File: config.mk
export PLATFORM = sky130hd
export DESIGN_NAME = seg7_scan_ctrl_flat
export DESIGN_NICKNAME = d
export VERILOG_FILES = /design/src/rtl/seg7_scan_if.sv /design/src/rtl/seg7_scan_ctrl.sv /design/src/flat_wrapper.sv
export SDC_FILE = /design/constraint.sdc
export NUM_CORES = 1
export LEC_CHECK = 0
export BUFFER_PORTS_ARGS = -buffer_cell sky130_fd_sc_hd__buf_2
export CAP_MARGIN = 20
export CORE_ASPECT_RATIO = 0.9
export CORE_MARGIN = 4
export CORE_UTILIZATION = 45
export CTS_BUF_LIST = sky130_fd_sc_hd__clkbuf_16
export CTS_CLUSTER_SIZE = 25
export DETAILED_ROUTE_END_ITERATION = 7
export HOLD_SLACK_MARGIN = 0.15
export PLACE_DENSITY = 0.67
export SLEW_MARGIN = 0
export SYNTH_ARGS = -nofsm -noshare
export SYNTH_HDL_FRONTEND = slang
export SYNTH_SLANG_ARGS = --single-unit
export TNS_END_PERCENT = 30
File: constraint.sdc
create_clock -name CLK -period 8.5 [get_ports CLK]
set_clock_uncertainty 0.1 [all_clocks]
set_input_delay 0.85 -clock CLK [delete_from_list [all_inputs] [get_ports CLK]]
set_output_delay 0.85 -clock CLK [all_outputs]
set_load 0.02 [all_outputs]
File: src/rtl/seg7_scan_if.sv
// Display-data and scan-output bundle between the application datapath and seg7_scan_ctrl.
// The master drives the display data; the slave (the controller) drives the pins.
interface seg7_scan_if #(
    parameter int DIGITS = 8
);
    logic                  EN;
    logic                  LOAD;
    logic [4*DIGITS-1:0]   HEX_IN;
    logic [DIGITS-1:0]     DIG_EN;
    logic [DIGITS-1:0]     DP_IN;
    logic [DIGITS-1:0]     BLINK;
    logic                  LZB;
    logic [3:0]            BRIGHT;
    logic [DIGITS-1:0]     AN;
    logic [7:0]            CAT;
    logic                  FRAME;

    modport master (
        output EN, LOAD, HEX_IN, DIG_EN, DP_IN, BLINK, LZB, BRIGHT,
        input  AN, CAT, FRAME
    );

    modport slave (
        input  EN, LOAD, HEX_IN, DIG_EN, DP_IN, BLINK, LZB, BRIGHT,
        output AN, CAT, FRAME
    );
endinterface

File: src/rtl/seg7_scan_ctrl.sv
// N-digit multiplexed 7-segment scanner: prescaled digit scan, double-buffered data,
// leading-zero blanking, per-digit blink and 16-level PWM brightness.
module seg7_scan_ctrl #(
    parameter int DIGITS       = 8,
    parameter int SCAN_DIV     = 1024,
    parameter int BLINK_FRAMES = 64,
    parameter int AN_ACT_LOW   = 1,
    parameter int SEG_ACT_LOW  = 1
) (
    input  logic       CLK,
    input  logic       RST,
    seg7_scan_if.slave bus
);
    localparam int PRE_W     = $clog2(SCAN_DIV);
    localparam int IDX_W     = $clog2(DIGITS);
    localparam int FC_W      = (BLINK_FRAMES > 1) ? $clog2(BLINK_FRAMES) : 1;
    localparam int DUTY_STEP = SCAN_DIV / 16;
    localparam logic [DIGITS-1:0] AN_OFF  = (AN_ACT_LOW != 0) ? {DIGITS{1'b1}} : {DIGITS{1'b0}};
    localparam logic [7:0]        CAT_OFF = (SEG_ACT_LOW != 0) ? 8'hFF : 8'h00;

    function automatic logic [6:0] hex_font(input logic [3:0] nib);
        case (nib)
            4'h0:    hex_font = 7'h3F;
            4'h1:    hex_font = 7'h06;
            4'h2:    hex_font = 7'h5B;
            4'h3:    hex_font = 7'h4F;
            4'h4:    hex_font = 7'h66;
            4'h5:    hex_font = 7'h6D;
            4'h6:    hex_font = 7'h7D;
            4'h7:    hex_font = 7'h07;
            4'h8:    hex_font = 7'h7F;
            4'h9:    hex_font = 7'h6F;
            4'hA:    hex_font = 7'h77;
            4'hB:    hex_font = 7'h7C;
            4'hC:    hex_font = 7'h39;
            4'hD:    hex_font = 7'h5E;
            4'hE:    hex_font = 7'h79;
            default: hex_font = 7'h71;
        endcase
    endfunction

    logic [PRE_W-1:0]    pre_p0;
    logic [IDX_W-1:0]    idx_p0;
    logic [FC_W-1:0]     fcnt_p0;
    logic                bph_p0;
    logic                tick_p0;
    logic                wrap_p0;

    logic [4*DIGITS-1:0] pend_hex, act_hex;
    logic [DIGITS-1:0]   pend_en, pend_dp, pend_bl;
    logic [DIGITS-1:0]   act_en, act_dp, act_bl;

    logic [DIGITS-1:0]   lz_p0;
    logic                nz_seen;
    logic [3:0]          nib_p0;
    logic                blink_off_p0;
    logic                seg_on_p0;
    logic [PRE_W:0]      duty_lim_p0;
    logic [DIGITS-1:0]   an_p0;
    logic [7:0]          cat_p0;

    logic [DIGITS-1:0]   an_p1;
    logic [7:0]          cat_p1;
    logic                frame_p1;

    assign tick_p0 = bus.EN && (pre_p0 == PRE_W'(SCAN_DIV - 1));
    assign wrap_p0 = tick_p0 && (idx_p0 == IDX_W'(DIGITS - 1));

    // Stage p0: scan position, blink phase and display buffers
    always_ff @(posedge CLK or posedge RST) begin
        if (RST) begin
            pre_p0  <= '0;
            idx_p0  <= '0;
            fcnt_p0 <= '0;
            bph_p0  <= 1'b0;
        end else if (tick_p0) begin
            pre_p0 <= '0;
            idx_p0 <= wrap_p0 ? '0 : idx_p0 + 1'b1;
            if (wrap_p0) begin
                if (fcnt_p0 == FC_W'(BLINK_FRAMES - 1)) begin
                    fcnt_p0 <= '0;
                    bph_p0  <= ~bph_p0;
                end else begin
                    fcnt_p0 <= fcnt_p0 + 1'b1;
                end
            end
        end else if (bus.EN) begin
            pre_p0 <= pre_p0 + 1'b1;
        end
    end

    // A LOAD landing on the boundary bypasses pending so it is shown in the new frame.
    always_ff @(posedge CLK or posedge RST) begin
        if (RST) begin
            pend_hex <= '0;
            pend_en  <= '0;
            pend_dp  <= '0;
            pend_bl  <= '0;
            act_hex  <= '0;
            act_en   <= '0;
            act_dp   <= '0;
            act_bl   <= '0;
        end else begin
            if (bus.LOAD) begin
                pend_hex <= bus.HEX_IN;
                pend_en  <= bus.DIG_EN;
                pend_dp  <= bus.DP_IN;
                pend_bl  <= bus.BLINK;
            end
            if (wrap_p0) begin
                act_hex <= bus.LOAD ? bus.HEX_IN : pend_hex;
                act_en  <= bus.LOAD ? bus.DIG_EN : pend_en;
                act_dp  <= bus.LOAD ? bus.DP_IN  : pend_dp;
                act_bl  <= bus.LOAD ? bus.BLINK  : pend_bl;
            end
        end
    end

    // lz_p0[i] is set when every nibble from the top digit down to i is zero; digit 0 never qualifies.
    always_comb begin
        lz_p0   = '0;
        nz_seen = 1'b0;
        for (int i = DIGITS - 1; i >= 1; i--) begin
            nz_seen  = nz_seen | (act_hex[4*i +: 4] != 4'h0);
            lz_p0[i] = ~nz_seen;
        end
    end

    always_comb begin
        nib_p0       = act_hex[{idx_p0, 2'b00} +: 4];
        blink_off_p0 = bph_p0 && act_bl[idx_p0];
        seg_on_p0    = act_en[idx_p0] && !blink_off_p0 && !(bus.LZB && lz_p0[idx_p0]);
        cat_p0       = {act_dp[idx_p0] && act_en[idx_p0] && !blink_off_p0,
                        seg_on_p0 ? hex_font(nib_p0) : 7'h00};
        duty_lim_p0  = (PRE_W + 1)'((32'(bus.BRIGHT) + 32'd1) * 32'(DUTY_STEP));
        an_p0        = '0;
        if (bus.EN && ({1'b0, pre_p0} < duty_lim_p0))
            an_p0[idx_p0] = 1'b1;
    end

    // Stage p1: pin registers, polarity applied here only
    always_ff @(posedge CLK or posedge RST) begin
        if (RST) begin
            an_p1    <= AN_OFF;
            cat_p1   <= CAT_OFF;
            frame_p1 <= 1'b0;
        end else begin
            an_p1    <= an_p0 ^ AN_OFF;
            cat_p1   <= cat_p0 ^ CAT_OFF;
            frame_p1 <= wrap_p0;
        end
    end

    assign bus.AN    = an_p1;
    assign bus.CAT   = cat_p1;
    assign bus.FRAME = frame_p1;
endmodule
File: src/flat_wrapper.sv
// flat-port wrapper written by rule: the top's interface ports become plain ports
module seg7_scan_ctrl_flat 
#(
    parameter int DIGITS       = 8,
    parameter int SCAN_DIV     = 1024,
    parameter int BLINK_FRAMES = 64,
    parameter int AN_ACT_LOW   = 1,
    parameter int SEG_ACT_LOW  = 1
)
  (CLK, RST, bus_EN, bus_LOAD, bus_HEX_IN, bus_DIG_EN, bus_DP_IN, bus_BLINK, bus_LZB, bus_BRIGHT, bus_AN, bus_CAT, bus_FRAME);
  seg7_scan_if #(.DIGITS(DIGITS)) bus_i ();
  input  logic CLK;
  input  logic RST;
  input wire logic [$bits(bus_i.EN)-1:0] bus_EN;
  input wire logic [$bits(bus_i.LOAD)-1:0] bus_LOAD;
  input wire logic [$bits(bus_i.HEX_IN)-1:0] bus_HEX_IN;
  input wire logic [$bits(bus_i.DIG_EN)-1:0] bus_DIG_EN;
  input wire logic [$bits(bus_i.DP_IN)-1:0] bus_DP_IN;
  input wire logic [$bits(bus_i.BLINK)-1:0] bus_BLINK;
  input wire logic [$bits(bus_i.LZB)-1:0] bus_LZB;
  input wire logic [$bits(bus_i.BRIGHT)-1:0] bus_BRIGHT;
  output wire logic [$bits(bus_i.AN)-1:0] bus_AN;
  output wire logic [$bits(bus_i.CAT)-1:0] bus_CAT;
  output wire logic [$bits(bus_i.FRAME)-1:0] bus_FRAME;
  assign bus_i.EN = bus_EN;
  assign bus_i.LOAD = bus_LOAD;
  assign bus_i.HEX_IN = bus_HEX_IN;
  assign bus_i.DIG_EN = bus_DIG_EN;
  assign bus_i.DP_IN = bus_DP_IN;
  assign bus_i.BLINK = bus_BLINK;
  assign bus_i.LZB = bus_LZB;
  assign bus_i.BRIGHT = bus_BRIGHT;
  assign bus_AN = bus_i.AN;
  assign bus_CAT = bus_i.CAT;
  assign bus_FRAME = bus_i.FRAME;
  seg7_scan_ctrl #(.DIGITS(DIGITS), .SCAN_DIV(SCAN_DIV), .BLINK_FRAMES(BLINK_FRAMES), .AN_ACT_LOW(AN_ACT_LOW), .SEG_ACT_LOW(SEG_ACT_LOW)) u_core (.CLK(CLK), .RST(RST), .bus(bus_i));
endmodule
* Yosys cells after proc, flatten, opt, wreduce, memory -nomap -nowiden *
Memory sizes are Yosys's and may differ from the RTL's.
Cells that the tools add are included.

word-level totals
  register bits after elaboration = 149
  output and inout bits = 17
  memories = 1
  bits in read-only memories = 112

operators by class
  reductions and logical operators = 22
  $add $sub $neg = 4
  mux-type cells = 20
  shifts and indexed selects = 1
  bitwise operators = 16
  equality and inequality tests = 3
  $lt $le $gt $ge = 3

memories
  memory           words  width  read ports  clocked after memory_dff  write ports  RTL line              RTL
  (no name shown)  16     7      1           0                         0            seg7_scan_ctrl.sv:22  case (nib)

operators by type and width
  kind                   count
  $mux 32                1
  $mux 8                 4
  $shiftx 32x6->4        1
  $reduce_bool 4->1      7
  $mux 10                2
  $not 8->8              2
  $bmux 1 s3             4
  $lt 10x11->1           1
  $add 10x1->10 const B  1
  $eq 10x10->1 const B   1
  $logic_and 1x1->1      10
  $not 1->1              8
  $mux 7                 1
  $add 6x1->6 const B    1
  $eq 6x6->1 const B     1
  $mux 6                 1
  $or 1x1->1             6
  $add 4x1->5 const B    1
  $mux 1                 5
  $lt 3x4->1 const B     1
  $add 3x1->3 const B    1
  $demux 1 s3            1
  $eq 3x3->1 const B     1
  $ge 3x1->1 const B     1
  5 further kinds        6

* Logic depth before layout (Yosys ltp) *
Gate-level depths: netlist of run 1.

  depth after elaboration = 15
  mapped depth = 11

* Worst setup path after synthesis of run 1 *
Ideal clock, no wire load.

  kind = input to register
  start point = input port bus_BRIGHT[0]
  end point = register u_core.an_p1[4] (netlist: u_core.bus.AN[4])
  buffers on the path = 0
  slack = 6.053 ns
  stages = 8
  data arrival time = 2.247 ns
  library setup time = 0.100 ns
  path through = ha_1 inv_1 ha_1 o21a_1 o21a_1 o21a_1 o21ai_1 nand4_1

on the way
  word-level cells in the longest chain between the ends = 5

ends and longest elaborated chain
  what                        RTL line               RTL
  start, declared             flat_wrapper.sv:21     input wire logic [$bits(bus_i.BRIGHT)-1:0] bus_BRIGHT;
  $add 4x1->5                 seg7_scan_ctrl.sv:135  duty_lim_p0 = (PRE_W + 1)'((32'(bus.BRIGHT) + 32'd1) * 32'(DUTY_STEP));
  $lt 10x11->1                seg7_scan_ctrl.sv:137  if (bus.EN && ({1'b0, pre_p0} < duty_lim_p0))
  $logic_and 1x1->1           seg7_scan_ctrl.sv:137
  $mux 8                      seg7_scan_ctrl.sv:137
  $not 8->8 (no source line)  --
  end signal, assigned        seg7_scan_ctrl.sv:148  an_p1 <= an_p0 ^ AN_OFF;
  end, declared               seg7_scan_ctrl.sv:62   logic [DIGITS-1:0] an_p1;

Every way passes these cells.
A chain may end at the register's enable or synchronous reset.

* Worst setup path in the final report of run 1 *
  start point = input port bus_EN
  end point = register u_core.act_dp[0]

on the way
  word-level cells in the longest chain between the ends = 2

ends and longest elaborated chain
  what                  RTL line               RTL
  start, declared       flat_wrapper.sv:14     input wire logic [$bits(bus_i.EN)-1:0] bus_EN;
  $logic_and 1x1->1     seg7_scan_ctrl.sv:66   assign tick_p0 = bus.EN && (pre_p0 == PRE_W'(SCAN_DIV - 1));
  $logic_and 1x1->1     seg7_scan_ctrl.sv:67   assign wrap_p0 = tick_p0 && (idx_p0 == IDX_W'(DIGITS - 1));
  end signal, assigned  seg7_scan_ctrl.sv:113  act_dp <= bus.LOAD ? bus.DP_IN : pend_dp;
  end, declared         seg7_scan_ctrl.sv:51   logic [DIGITS-1:0] act_en, act_dp, act_bl;

Every way passes these cells.

==> metrics.md, run 1 <==
| Metric | Value |
|---|---|
| Status | `complete, no violations` |
| Worst Setup EP | `u_core.act_dp[0]` |
| Reg-to-Reg End | `u_core.act_dp[0]` |
| Setup TNS | `0 ns` |
| Overall global routing resource usage | `17.86%` |
| Seq/Total Area, Yosys | `between 50% and 60%` |
| Total power | `1614 uW` |
| FP Rows | `41` |
| Final wirelength | `13980 um` |
| Yosys warns | `0` |
| Core Region | `approximately 0.014 mm2` |
| Worst endpoint required time | `roughly 8.7 ns` |
| Largest delay share family, worst path | `buffers and inverters` |
| Max VDD drop | `0.1709 mV` |
| Routed vias | `about 4.7k` |
| Via-per-instance ratio | `5.232` |
| DR pass1 iterations | `4` |
| #FFs+latches synth | `149` |
| WP data arrival | `3.34 ns` |
| Fmax | `approximately 0.32 GHz` |
| N_diodes | `0` |
| Reg2Reg Launch Point | `u_core.pre_p0[0]` |
| Fin nets | `761` |
| Gr ovfl total | `0` |
| CTS Root Cell | `clkbuf_16` |
| Setup repair bufs after CTS | `0` |
| Initial DRC Count | `259` |
| Setup violators final | `0` |
| Die Area | `0.01687 mm2` |
| Clock-pin slew on the worst setup and hold paths | `0.06 ns` |
| Die width | `approximately 140 um` |
| Worst path depth | `8` |
| CTS tree | `built` |
| CTS Buf Count | `17` |
| CP peak stage delay | `0.80 ns` |
| Slowest cell on crit path | `inv_2` |
| Worst-Skew Late Latency | `approximately 0.42 ns` |
| Post-place instance area | `roughly 0.0072 mm2` |
| GP Congestion | `0.8225` |
| Min-Delay Path Class | `reg2reg` |
| Max FO, Critical Path | `between 60 and 70` |
| Initial core utilization | `between 40% and 50%` |
| Antenna violations before repair | `0` |
| H-tree Lvls | `4` |
| RSZ-0062 raised after global routing | `no` |
| Sinks on Clock Net | `149` |
| Crit share post-route | `36.93%` |
| Hold Worst Slack | `0.3704 ns` |
| Power per cell area | `roughly 210 mW/mm2` |
| Crit start category | `input port` |
| Met3 Usage GRT | `5.048%` |
| Met2 Usage GRT | `28.08%` |
| Met1 usage | `between 20% and 30%` |
| Vias in the first global route | `4879` |
| Largest net degree at the start of global routing | `90` |
| CP startpoint | `bus_EN` |
| Synthesized cell area | `~0.0067 mm2` |
| Largest buffer count on any clock path | `2` |
| Crit path cell chain | `buf_2, nand3_1, nor3_1, clkbuf_4, nand2_1, buf_4, inv_2, mux2_2` |
| Port Buffers | `81` |
| Min cycle time layout | `between 3 and 4 ns` |
| Hold Crit Start | `u_core.act_en[7]` |
| PostCTS Resize Cnt | `0` |
| Fin. max-slew vios | `0` |
| Worst R2R Setup Slack | `between 5 and 6 ns` |
| Synth async-reset ratio | `100.0%` |
| Headroom to the max-slew limit | `32.91%` |
| Final hold viol count | `0` |
| Design Area, Final | `0.007802 mm2` |
| Post-Syn Instances | `608` |
| Total of max-cap violations | `0` |
| DRT antenna net count | `0` |
| DRC viols | `0` |
| Die height | `approximately 120 um` |
| Hold buffer count at CTS | `0` |
| Number of flops mapped to enable cells by yosys | `0` |
| GR peak layer | `met2` |
| First-pass GRT wire length | `~24000 um` |
| FF-to-FF path depth | `8` |
| Top FF cell, synth | `dfrtp_1` |
| Layout cell share with drive strength beyond 1 | `30.32%` |
| Area grow syn2layout | `16.74%` |
| Crit Path Class | `in2reg` |
| HPWL Detailed | `between 9000 and 10000 um` |
| Mean Syn Cell Area | `about 11 um2` |
| WL per Instance | `15.72 um` |
| Leak Pwr | `between 0.003 and 0.004 uW` |
| Worst Setup End Kind | `flip-flop` |
| Largest regs | `u_core.act_hex x32, u_core.pend_hex x32, u_core.pre_p0 x10` |
| Yosys cell types | `57` |
| Core Util, Final | `54.71%` |
| Mapped Nets | `686` |
| I/O pins | `82` |
| Worst Max-Slew Pin Slew | `~1.0 ns` |
| Buf/Inv on CP | `4` |
==> cell type report <==
class / count / area [um2]
clock inverters: 15 / 161.4
fillers: 1283 / 6459
clock buffers: 17 / 425.4
inverters: 13 / 53.80
flip-flops and latches: 149 / 3749
repair buffers: 88 / 457.9
multi-input cells: 414 / 2714
well taps: 193 / 241.5
==> stage by stage <==
stage	worst slack (ns)	std cells
2_1_floorplan	3.568	608
3_3_place_gp	4.571	856
3_5_place_dp	4.421	856
4_1_cts	4.826	888
5_1_grt	5.095	889
6_report	5.361	889
==> worst min path at each step <==
stage               slack [ns]               end  depth (start not counted)
global placement          0.36  u_core.act_en[7]                          2
global route              0.41  u_core.act_en[7]                          2
finish                    0.37  u_core.act_en[7]                          2
detailed placement        0.36  u_core.act_en[7]                          2
floorplan                 0.34  u_core.act_en[7]                          2
CTS                       0.37  u_core.act_en[7]                          2
==> synthesized netlist by cell type, types with 2 or more instances <==
library cell	instances	share of area, %
o2111ai_1	4	0.52
mux2i_1	13	1.9
dfstp_2	16	6.3
dfrtp_1	133	50
mux4_2	3	1.0
nor2_1	12	0.67
nor4bb_1	2	0.30
inv_2	2	0.11
ha_1	13	2.4
clkbuf_1	17	0.95
mux2_2	63	11
and3_1	3	0.28
nor2b_1	3	0.28
a21oi_1	7	0.52
nor4_1	7	0.66
buf_1	2	0.11
a22oi_1	3	0.34
a221oi_2	2	0.45
nor3_1	3	0.22
xnor2_1	8	1.0
o211ai_1	7	0.79
nand3_1	20	1.5
and3b_1	3	0.39
o31ai_1	2	0.22
o21a_1	5	0.56
buf_4	2	0.22
o21ai_0	6	0.45
inv_1	9	0.51
nand2b_1	4	0.37
buf_2	8	0.60
nand4_1	12	1.1
o21ai_1	4	0.30
clkinv_1	2	0.11
nand2_1	180	10
xor2_1	5	0.66
a31oi_1	2	0.19
==> placed cells by master, fill, tap and decap left out, drive strengths merged, types with 2 or more instances in the layout <==
cell type,instances
nand4,12
o2111ai,4
o211ai,7
nand2,181
and3,3
nor4bb,2
ha,13
nor2,12
a221oi,4
bufinv,3
a22oi,3
inv,14
clkbuf,18
a31oi,2
mux2,63
o21ai,10
and3b,3
dfstp,16
and2,2
mux2i,13
nor4,7
xnor2,8
o21a,6
xor2,5
nor2b,3
o31ai,2
dfrtp,133
nand2b,4
buf,87
a21oi,7
nand3,20
clkinvlp,2
o221ai,2
mux4,3
clkinv,9
nor3,3
==> routing by layer <==
layer  vias to the layer above  part of all wire (%)  wire length [um]
met4                         0                   1.2               173
met3                        13                   4.1               578
met2                        89                    49              6818
met1                      2317                    46              6404
met5                         -                     0                 0
li1                       2232                     -                 -
==> where the power goes <==
part / internal [uW] / switching, uW
clock network: 457 / 288
logic: 48.6 / 51.8
registers: 748 / 19.6
==> worst register-to-register path, delay by kind of cell, from the launching register on <==
| kind | cells | cell delay (ns) |
|---|---|---|
| adders and majority gates | 1 | 0.22 |
| buffers and inverters | 3 | 1.38 |
| DFF | 1 | 0.41 |
| muxes | 1 | 0.43 |
| and+or+nand+nor | 3 | 0.41 |
==> logic make-up (layout without fill, tap and decap cells) <==
logic type      count (synthesis)  count (layout)  share of synthesized area, %
simple gates                  253             253                         16.32
buf+inv                        45             133                         3.313
fa+ha+maj                      13              13                         2.434
xor+xnor                       13              13                         1.703
mux                            79              79                         13.57
compound gates                 56              56                         6.571
flops                         149             149                         56.08
(Power assumes the default switching activity.)
==> run 2: changes to the inputs <==
- PLACE_DENSITY: 0.67 -> 0.7
- clock period: 8.5 -> 2.69 ns (I/O delays scaled with it)
==> run 2 against run 1 <==
  * Routed wire length up 7.5%
  * Final cell count up 7.4%
  * Setup slack worse by 5.2 ns
  * Critical endpoint is now u_core.bus.CAT[5]
  * Largest power group unchanged
==> metrics.md, run 2 (same netlist as run 1, synthesis figures left out) <==
| Metric | Value |
|---|---|
| Core Util, Final | `59.20%` |
| Buf/Inv on CP | `1` |
| Crit start category | `flip-flop` |
| Max FO, Critical Path | `19` |
| Largest regs | `u_core.act_hex x32, u_core.pend_hex x32, u_core.pre_p0 x10` |
| FF-to-FF path depth | `6` |
| Die height | `123.6 um` |
| Initial DRC Count | `324` |
| Min cycle time layout | `between 2 and 2.5 ns` |
| DRT antenna net count | `0` |
| Fmax | `0.4023 GHz` |
| Worst-Skew Late Latency | `0.42 ns` |
| Die Area | `0.01687 mm2` |
| First-pass GRT wire length | `25140 um` |
| I/O pins | `82` |
| Fin. max-slew vios | `0` |
| CTS tree | `built` |
| Placed cell count | `865` |
| Min-Delay Path Class | `in2reg` |
| Sinks on Clock Net | `roughly 150` |
| HPWL Detailed | `around 10000 um` |
| Vias in the first global route | `5054` |
| Reg-to-Reg End | `u_core.bus.CAT[5]` |
| DRC viols | `0` |
| Largest delay share family, worst path | `flip-flops` |
| GP Congestion | `0.8438` |
| Setup TNS | `0 ns` |
| Worst Max-Slew Pin Slew | `0.7926 ns` |
| Setup repair bufs after CTS | `0` |
| Area grow syn2layout | `26.32%` |
| Largest buffer count on any clock path | `2` |
| Overall global routing resource usage | `19.14%` |
| WP data arrival | `2.71 ns` |
| Power per cell area | `between 600 and 700 mW/mm2` |
| N_diodes | `0` |
| Final wirelength | `15020 um` |
| H-tree Lvls | `4` |
| Crit share post-route | `92.41%` |
| Via-per-instance ratio | `just over 5` |
| Commonest cells after routing, fill and taps aside | `180 x nand2_1, 133 x dfrtp_1, 81 x buf_2, 63 x mux2_2, 58 x dlygate4sd3_1` |
| Slowest cell on crit path | `dfrtp_1` |
| Worst path depth | `6` |
| Largest net degree at the start of global routing | `150` |
| WHS Path Cells | `4` |
| Status | `complete, no violations` |
| RSZ-0062 raised after global routing | `no` |
| Crit path cell chain | `buf_4, mux2_2, a21oi_1, and3_1, nand2_1, o2111ai_1` |
| Final cell count without fillers | `~960` |
| DR pass1 iterations | `5` |
| Worst Hold Path EP | `u_core.bus.AN[2]` |
| Core Region | `between 0.01 and 0.015 mm2` |
| Max VDD drop | `0.4947 mV` |
| CP peak stage delay | `0.68 ns` |
| Crit Path Class | `reg2reg` |
| Initial core utilization | `a little under half` |
| Final hold viol count | `0` |
| Leak Pwr | `around 0.004 uW` |
| Worst endpoint required time | `2.91 ns` |
| Die width | `between 100 and 150 um` |
| Layout cell share with drive strength beyond 1 | `approximately 29%` |
| Fillers | `1209` |
| Worst R2R Setup Slack | `0.20 ns` |
| Reg2Reg Launch Point | `u_core.idx_p0[2]` |
| Worst Setup End Kind | `flip-flop` |
| Fin nets | `827` |
| WL per Instance | `15.73 um` |
| Hold buffer count at CTS | `58` |
| FP Rows | `41` |
| CTS Root Cell | `clkbuf_16` |
| Setup violators final | `0` |
| Headroom to the max-slew limit | `47.16%` |
| Port Buffers | `81` |
| PostCTS Resize Cnt | `0` |
| CTS Buf Count | `17` |
| Gr ovfl total | `0` |
| Antenna violations before repair | `0` |
| Commonest non-fill, non-tap cell in the layout | `nand2_1` |
| Clock-pin slew on the worst setup and hold paths | `~0.060 ns` |
| Hold Crit Start | `bus_BRIGHT[3]` |
| Routed vias | `4873` |
| Total of max-cap violations | `0` |
[run 2: changes by cell type in the layout (fill, tap and decap cells not counted), moves of 2 or more]
| cell | change |
|---|---|
| clkinv_2 | +2 |
| dlygate4sd3_1 | +58 |
| clkinv_1 | -2 |
| inv_1 | +3 |
| inv_6 | -3 |
| buf_4 | +8 |
[run 2: worst max-delay path by stage]
stage	start	endpoint	slack, ns
floorplan	RST	u_core.act_bl[0]	0.46
global placement	u_core.idx_p0[2]	u_core.bus.CAT[0]	0.37
detailed placement	u_core.idx_p0[2]	u_core.bus.CAT[5]	0.25
CTS	u_core.idx_p0[2]	u_core.bus.CAT[5]	0.24
global route	u_core.idx_p0[1]	u_core.bus.CAT[4]	0.05
finish	u_core.idx_p0[2]	u_core.bus.CAT[5]	0.20
[run 2: worst register-to-register path, cell delays in order (launching register included)]
cell,delay [ns]
dfrtp_1,0.68
buf_4,0.34
mux2_2,0.36
a21oi_1,0.17
and3_1,0.34
nand2_1,0.15
o2111ai_1,0.25
[run 2: layout make-up]
cell class	instances	area, um2	area share [%]
clock buffer	17	425.4	5.039
clock inverter	15	150.1	1.778
inverter	13	52.55	0.6224
multi-input combinational	414	2714	32.14
sequential	149	3749	44.40
tap	193	241.5	2.860
timing repair buffer	154	1111	13.16
[run 2: stage by stage]
step                      total power, uW  hold WS, ns  setup WS, ns  cell area, um2
final                                5140       0.3067        0.2042            8443
after global routing                 5333       0.3185       0.04550            8443
after CTS                            5175       0.2849        0.2367            8443
after detailed placement             2792       0.3654        0.2481            7287
after global placement               2767       0.3611        0.3693            7287
after floorplan                      2670       0.3332        0.4591            6688
[run 2: per-layer routing]
layer,GRT usage (%),wire length [um],up-vias
met1,25.63,6869,2379
met2,30.54,7261,112
li1,-,-,2363
met4,6.360,252,0
met3,5.048,637,19
met5,0,0,-
[run 2: power by group]
part / internal (uW) / switching [uW] / total, uW
sequential: 2370 / 65.7 / 2430
combinational: 214 / 174 / 388
clock: 1430 / 890 / 2320
